$ cat config.mk
export PLATFORM = sky130hd
export DESIGN_NAME = rsa_modexp
export DESIGN_NICKNAME = d
export VERILOG_FILES = /design/src/rtl/rsa_modexp.sv
export SDC_FILE = /design/constraint.sdc
export NUM_CORES = 1
export LEC_CHECK = 0
export CAP_MARGIN = 10
export CORE_MARGIN = 2
export CORE_UTILIZATION = 63
export DETAILED_ROUTE_END_ITERATION = 6
export PLACE_DENSITY = 0.86
export SLEW_MARGIN = 20
export SYNTH_ARGS = -nofsm -noshare
export SYNTH_HDL_FRONTEND = slang
export SYNTH_SLANG_ARGS = --single-unit
export TNS_END_PERCENT = 5
$ cat constraint.sdc
create_clock -name clk -period 12.6 [get_ports clk]
set_input_delay 2.52 -clock clk [delete_from_list [all_inputs] [get_ports clk]]
set_output_delay 2.52 -clock clk [all_outputs]
set_load 0.005 [all_outputs]
$ cat src/rtl/rsa_modexp.sv
// ---------------------------------------------------------------------------
// rsa_modexp -- modular exponentiation engine, result = base^exponent mod modulus
//
// Left-to-right square-and-multiply. Each modular product R*B mod N is built
// bit-serially with interleaved shift/add/reduce, one multiplier bit of R per
// enabled clock, MSB first.
//
// Ports
//   clk       in   system clock
//   rstb      in   asynchronous active-low reset
//   ena       in   global clock enable; every register holds when 0
//   en        in   unit enable; 0 forces IDLE
//   clear     in   0 = hold cleared and load operands, 1 = run
//   base      in   message M        (WIDTH bits)
//   exponent  in   exponent E       (WIDTH bits)
//   modulus   in   modulus N        (WIDTH bits)
//   eoc       out  end of conversion (level, held in DONE)
//   result    out  M^E mod N, updated only on entry to DONE
// ---------------------------------------------------------------------------
module rsa_modexp #(
    parameter int WIDTH = 8
) (
    input  logic             clk,
    input  logic             rstb,
    input  logic             ena,
    input  logic             en,
    input  logic             clear,
    input  logic [WIDTH-1:0] base,
    input  logic [WIDTH-1:0] exponent,
    input  logic [WIDTH-1:0] modulus,
    output logic             eoc,
    output logic [WIDTH-1:0] result
);

    localparam int CW = (WIDTH > 2) ? $clog2(WIDTH) : 1;

    typedef enum logic [2:0] {
        S_IDLE,
        S_LOAD,
        S_SQUARE,
        S_MULT,
        S_NEXT,
        S_DONE
    } state_t;

    state_t           state_q, state_d;
    logic [WIDTH-1:0] m_q, m_d;        // captured message
    logic [WIDTH-1:0] e_q, e_d;        // captured exponent
    logic [WIDTH-1:0] n_q, n_d;        // captured modulus
    logic [WIDTH-1:0] r_q, r_d;        // running result R
    logic [WIDTH-1:0] p_q, p_d;        // partial product of the current modmul
    logic [CW-1:0]    idx_q, idx_d;    // exponent bit index i
    logic [CW-1:0]    cnt_q, cnt_d;    // multiplier bit index within a modmul
    logic             eoc_q, eoc_d;
    logic [WIDTH-1:0] result_q, result_d;

    // ------------------------------------------------------------------
    // One shift/add/reduce step. R is always the multiplier; the
    // multiplicand is R itself for squaring and M for the multiply step.
    // Both P and the multiplicand are < N, so every intermediate stays
    // below 2N and fits in WIDTH+1 bits.
    // ------------------------------------------------------------------
    logic [WIDTH-1:0] mcand;
    logic [WIDTH:0]   n_ext;
    logic [WIDTH:0]   dbl;
    logic [WIDTH:0]   dbl_red;
    logic [WIDTH:0]   acc;
    logic [WIDTH:0]   acc_red;
    logic [WIDTH-1:0] p_next;

    always_comb begin
        mcand   = (state_q == S_MULT) ? m_q : r_q;
        n_ext   = {1'b0, n_q};
        dbl     = {p_q, 1'b0};
        dbl_red = (dbl >= n_ext) ? (dbl - n_ext) : dbl;
        acc     = r_q[cnt_q] ? (dbl_red + {1'b0, mcand}) : dbl_red;
        acc_red = (acc >= n_ext) ? (acc - n_ext) : acc;
        p_next  = acc_red[WIDTH-1:0];
    end

    // ------------------------------------------------------------------
    // Next-state and datapath control
    // ------------------------------------------------------------------
    always_comb begin
        state_d  = state_q;
        m_d      = m_q;
        e_d      = e_q;
        n_d      = n_q;
        r_d      = r_q;
        p_d      = p_q;
        idx_d    = idx_q;
        cnt_d    = cnt_q;
        eoc_d    = eoc_q;
        result_d = result_q;

        if (!en) begin
            state_d = S_IDLE;
            eoc_d   = 1'b0;
        end else if (!clear) begin
            // Any cycle that leaves the unit in LOAD samples the operands,
            // including the cycle that enters LOAD, so the registers always
            // hold the values present on the last LOAD cycle before release.
            state_d = S_LOAD;
            eoc_d   = 1'b0;
            m_d     = base;
            e_d     = exponent;
            n_d     = modulus;
            r_d     = (modulus == WIDTH'(1)) ? '0 : WIDTH'(1);
            p_d     = '0;
            idx_d   = CW'(WIDTH - 1);
            cnt_d   = CW'(WIDTH - 1);
        end else begin
            unique case (state_q)
                S_IDLE: begin
                    eoc_d = 1'b0;
                end

                S_LOAD: begin
                    if ((n_q == '0) || (m_q >= n_q)) begin
                        state_d  = S_DONE;
                        r_d      = '0;
                        result_d = '0;
                        eoc_d    = 1'b1;
                    end else begin
                        state_d = S_SQUARE;
                    end
                end

                S_SQUARE, S_MULT: begin
                    p_d   = p_next;
                    cnt_d = cnt_q - 1'b1;
                    if (cnt_q == '0) begin
                        r_d   = p_next;
                        p_d   = '0;
                        cnt_d = CW'(WIDTH - 1);
                        if ((state_q == S_SQUARE) && e_q[idx_q]) begin
                            state_d = S_MULT;
                        end else begin
                            state_d = S_NEXT;
                        end
                    end
                end

                S_NEXT: begin
                    if (idx_q == '0) begin
                        state_d  = S_DONE;
                        result_d = r_q;
                        eoc_d    = 1'b1;
                    end else begin
                        idx_d   = idx_q - 1'b1;
                        state_d = S_SQUARE;
                    end
                end

                S_DONE: begin
                    eoc_d = 1'b1;
                end

                default: begin
                    state_d = S_IDLE;
                    eoc_d   = 1'b0;
                end
            endcase
        end
    end

    // ------------------------------------------------------------------
    // State registers
    // ------------------------------------------------------------------
    always_ff @(posedge clk or negedge rstb) begin
        if (!rstb) begin
            state_q  <= S_IDLE;
            m_q      <= '0;
            e_q      <= '0;
            n_q      <= '0;
            r_q      <= '0;
            p_q      <= '0;
            idx_q    <= '0;
            cnt_q    <= '0;
            eoc_q    <= 1'b0;
            result_q <= '0;
        end else if (ena) begin
            state_q  <= state_d;
            m_q      <= m_d;
            e_q      <= e_d;
            n_q      <= n_d;
            r_q      <= r_d;
            p_q      <= p_d;
            idx_q    <= idx_d;
            cnt_q    <= cnt_d;
            eoc_q    <= eoc_d;
            result_q <= result_d;
        end
    end

    assign eoc    = eoc_q;
    assign result = result_q;

endmodule

Word-level counts from Yosys, hierarchy flattened
Cells that the tools add are included.
{ "totals": {"inputBits": 29, "elab_cells": 92, "register_bits": 58} }
{ "classes": {"n_eq_ne": 19, "n_bitwise": 1, "magnitude_cmp": 5, "add_sub_neg": 5, "reduce_logical": 16, "n_mux": 36} }
{ "op_table": {"columns": ["operator", "n"], "rows": [
  ["2-to-1 mux 8 bit", 9],
  ["2-to-1 mux 3 bit", 12],
  ["one-hot mux 8 bit (2 select lines)", 2],
  ["greater-or-equal comparator 9 x 8 -> 1 bit", 2],
  ["2-to-1 mux 9 bit", 2],
  ["!= test 3 bit, second input constant", 4],
  ["!= test 4 bit, second input constant", 3],
  ["one-hot mux 3 bit (4 select lines)", 1],
  ["adder 9 x 8 -> 9 bit", 1],
  ["zero test 3 bit", 3],
  ["AND reduction 3 bit", 3],
  ["subtractor 9 x 8 -> 9 bit", 1],
  ["equality test 8 x 1 -> 1 bit, second input constant", 1],
  ["greater-or-equal comparator 8 bit", 1],
  ["zero test 8 bit", 1],
  ["less-than comparator 3 x 4 -> 1 bit, second input constant", 2],
  ["AND reduction 4 bit", 2],
  ["subtractor 8 bit", 1],
  ["2-to-1 mux 1 bit", 7],
  ["binary-select mux 1 bit (select 3 bit)", 2],
  ["equality test 3 x 2 -> 1 bit, second input constant", 2],
  ["equality test 3 bit, second input constant", 2],
  ["!= test 2 bit, second input constant", 3],
  ["AND reduction 6 bit", 1],
  ["other kinds (11)", 14]
]} }

Longest topological paths before layout
{ "logic_depth": {"word_depth": 9, "ltp_mapped": 26, "mapped_depth_nobuf": 25} }

Worst setup path before layout
No wires, ideal clock.
{ "synth_path": {"path_type": "register to register", "start": "reg n_q[1]", "end": "reg r_q[0]", "path_stages_with_launch": 26, "slack_ps": 7461, "arrival_ps": 5013, "cell_sequence": "dfrtp_1 inv_1 ha_1 nor2b_1 o31ai_1 a211oi_2 nor2_2 mux2i_1 inv_1 ha_1 a211oi_1 nor2_1 o21a_1 o22a_1 xor2_1 mux2_2 ha_1 nand4_1 nor2_1 nor2_1 and3_1 o21ai_1 a21boi_2 buf_6 mux2i_1 a221o_1"} }
{ "synth_between": {"elab_chain_cells": 9, "elab_cells_between_ends": 16, "cone_classes": "add/sub: 3; order compare: 3; eq/ne: 1; mux: 6; reduce/logical: 3"} }
{ "synth_rtl": {"columns": ["element", "line", "source"], "rows": [
  ["start, declared", "49", "logic [WIDTH-1:0] n_q, n_d;"],
  ["start signal, assigned", "186", "n_q <= n_d;"],
  ["subtractor 9 x 8 -> 9 bit or greater-or-equal comparator 9 x 8 -> 1 bit (tied branches)", "75", "dbl_red = (dbl >= n_ext) ? (dbl - n_ext) : dbl;"],
  ["2-to-1 mux 9 bit", "75", null],
  ["adder 9 x 8 -> 9 bit", "76", "acc = r_q[cnt_q] ? (dbl_red + {1'b0, mcand}) : dbl_red;"],
  ["2-to-1 mux 9 bit", "76", null],
  ["greater-or-equal comparator 9 x 8 -> 1 bit or subtractor 8 bit (tied branches)", "77", "acc_red = (acc >= n_ext) ? (acc - n_ext) : acc;"],
  ["2-to-1 mux 8 bit", "77", null],
  ["2-to-1 mux 8 bit", "132", "if (cnt_q == '0) begin"],
  ["one-hot mux 8 bit (2 select lines)", "113", "unique case (state_q)"],
  ["2-to-1 mux 8 bit", "99", "end else if (!clear) begin"],
  ["end signal, assigned", "187", "r_q <= r_d;"],
  ["end, declared", "50", "logic [WIDTH-1:0] r_q, r_d;"]
]} }
Several ways; a longest one is shown, not always the timed one. The select of a mux whose other input is x is not followed.
A chain may end at the register's enable or synchronous reset.

Worst setup path in the final report
Ends and elaborated chain as after synthesis.

==> impl_metrics.tcl <==
set metrics [dict create \
    reg2reg_to "r_q[0]" \
    syn-num-nets 503 \
    grt_pass1_vias 3383 \
    critPathBufInv 2 \
    cts_buffers 9 \
    root_buffer "clkbuf_8" \
    grt_overflow 0 \
    synthMostInstantiatedCell "dfrtp_1" \
    die_y_um 86.5 \
    drc 0 \
    layout_min_cycle_time_ns 5.97 \
    crit_slowest_cell "a21boi_2" \
    p_comb_share_pct 33.3 \
    cts.repair.resized 0 \
    vdd_ir_drop_max_mv 0.101 \
    p_switching_uw 197 \
    clock_skew_ns 0.00729 \
    start_kind "flop" \
    status "finished clean" \
    n_antenna_cell 0 \
    ys_async_sr_fraction_pct 100 \
    criticalPathCategory "reg2reg" \
    pin_count 38 \
    cp_top_family "compound AO/OA/AOI/OAI gates" \
    cp-startpoint "n_q[1]" \
    post-route-period-util_pct 47.4 \
    io_buffer_count 37 \
    fmax_ghz 0.168 \
    grt_use_total_pct 28.5 \
    postSynthCellCount 434 \
    ant_nets 0 \
    reg2reg_slack_ns 6.63 \
    ys_types 57 \
    fillers 499 \
    power.share.clock_pct 26.1 \
    synth_area_leader_cell "dfrtp_1" \
    hold_path.class "reg2reg" \
    slew_headroom_pct 49.3 \
    worst_slew_pin_slew_ns 0.757 \
    max_cap_violations 0 \
    pwr-share-seq_pct 40.6 \
    ctsLongestPathBuffers 2 \
    fin_cells 559 \
    placed_cells_incl_taps 543 \
    dp_hpwl_um 7870 \
    crit_cells 24 \
    final_nets 543 \
    via_per_inst 6.26 \
    netlist_top_cells_count "dfrtp_1, nand2_1, mux2_2, ha_1, inv_1" \
    ys_top_cells_by_area "dfrtp_1, ha_1, mux2_2" \
    setup_viol 0 \
    antenna_found_initial 0 \
    cts_tree "done" \
    drive_gt1_share_pct 14.6 \
    routed_wl_um 9860 \
    p_int_uw 393 \
    critPathCaptureType "flop" \
    worstReg2RegStart "n_q[1]" \
    cts_setup_buffers 0 \
    core_area_sq_um 6680 \
    yosys_warnings 0 \
    ys.flop_type "dfrtp_1" \
    cellLeakagePower_uw 0.00233 \
    cp_max_fo 7 \
    swShare_pct 33.4 \
    crit_path_end "r_q[0]" \
    ys_seq_area_share_pct 33.8 \
    finalHoldViolations 0 \
    area_delta_synth_final_pct 14.1 \
    syn_area_per_cell_sq_um 9.89 \
    path_cells "inv_1 > ha_1 > nor2b_1 > o31ai_1 > a211oi_2 > nor2_2 > mux2i_1 > inv_1 > ha_1 > a211oi_1 > nor2_1 > o21a_1 > o22a_1 > xor2_1 > mux2_2 > ha_1 > nand4_1 > nor2_1 > nor2_1 > nand2_1 > o31a_1 > a21boi_2 > mux2i_1 > a221o_1" \
    cts_max_level 3 \
    cp.required_ns 12.82 \
    grt_max_degree 59 \
    die_area_sq_um 7490 \
    postCtsHoldBufs 0 \
    synth.cell_area_sq_um 4290 \
    gp_congestion 1.01 \
    cts_sinks 58 \
    insertion_delay_ns 0.34 \
    power.density_nw_per_um2 120 \
    detail_route.wl_per_cell_um 17.6 \
    slew_violations 0 \
    synth_seq_cells 58 \
    clk_pin_slew_ns 0.07 \
    dieWidth_um 86.5 \
    timing.setup.tns_ns 0 \
    critPathMaxStageDelay_ns 0.44 \
    arrival_ns 6.19 \
    drt_first_pass_iters 7 \
    rows 30 \
    r2r_cells 24 \
    synth_edf_count 0 \
    grt_pass1_wl_um 16400 \
    start_util_pct 64.2 \
    yosys.area.top_type_share_pct 33.8 \
    vias 3499 \
    drt_iter0_drc 321 \
    rsz0062_at_grt "false" \
]
## through the flow
| stage | setup slack [ns] | cell area [sq um] | total power (uW) | util (%) | hold slack, ns |
|---|---|---|---|---|---|
| finish | 6.63 | 4900 | 590 | 73.3 | 0.479 |
| global route | 6.15 | 4900 | 625 | 73.3 | 0.505 |
| CTS | 6.70 | 4900 | 590 | 73.3 | 0.482 |
| detailed placement | 6.71 | 4720 | 437 | 70.6 | 0.466 |
| global placement | 6.95 | 4720 | 431 | 70.6 | 0.459 |
| floorplan | 7.46 | 4290 | 364 | - | 0.460 |
## how the worst min path moves through the flow
stage	start	end	cells past startpoint
4_1_cts	eoc	eoc	1
3_5_place_dp	eoc	eoc	1
5_1_grt	eoc	eoc	1
2_1_floorplan	cnt_q[0]	cnt_q[0]	1
6_report	eoc	eoc	1
3_3_place_gp	eoc	eoc	1
## cell usage in the layout (no fill, tap or decap), types with 3 or more instances in the layout
master,count
and2_1,3
o31a_1,5
ha_1,37
nor2_1,28
a22o_1,4
dfrtp_1,58
a21o_1,11
nand2_1,42
a21oi_1,14
a211oi_1,5
nor3_1,5
inv_1,30
clkdlybuf4s50_1,36
mux2_2,39
and3_1,6
nand4_1,4
nor2b_1,6
fa_1,3
clkbuf_8,10
o22ai_1,3
nor4_1,5
nand2b_1,5
o21ai_0,12
nand3_1,5
mux2i_1,21
xnor2_1,9
o21a_1,9
o21ai_1,16
o31ai_1,4
buf_4,3
xor2_1,3
## cell families (layout without fill, tap and decap cells)
group	count (synthesis)	after routing	share of synthesized area (%)
flip-flops	58	58	33.8
AO/OA/AOI/OAI	101	101	17.0
adder cells (fa/ha/maj)	40	40	12.2
buffers and inverters	42	87	4.17
XOR/XNOR	12	12	2.45
multiplexers	64	64	17.4
AND/OR/NAND/NOR	117	117	13.0
## metal layers
layer / wire length, um / GRT usage (%) / vias up
li1: - / - / 1660
met1: 4480 / 40.5 / 1693
met2: 4690 / 44.5 / 124
met3: 471 / 5.24 / 22
met4: 219 / 9.38 / 0
met5: 0 / 0 / -
## power groups by stage
stage	logic, uW	registers, uW	clock network, uW
floorplan	127	236	0
global placement	189	242	0
detailed placement	193	243	0
CTS	195	240	155
global route	216	244	165
finish	196	240	154
## area by class of cell
class                           instances  area (sq um)  area share [%]
Clock inverter                          6          42.5           0.869
Clock buffer                           10           138            2.81
Inverter                               31           116            2.38
Tap cell                               80           100            2.04
Timing Repair Buffer                   40           388            7.92
Sequential cell                        58          1450            29.6
Multi-Input combinational cell        334          2660            54.3
## sequential cells by signal, indices dropped and copies added (netlist names)
| signal | count |
|---|---|
| cnt_q | 3 |
| p_q | 8 |
| result | 8 |
| eoc | 1 |
| state_q | 3 |
| m_q | 8 |
| e_q | 8 |
| r_q | 8 |
| n_q | 8 |
| idx_q | 3 |
Note: power is estimated with default switching activity, not from simulation.
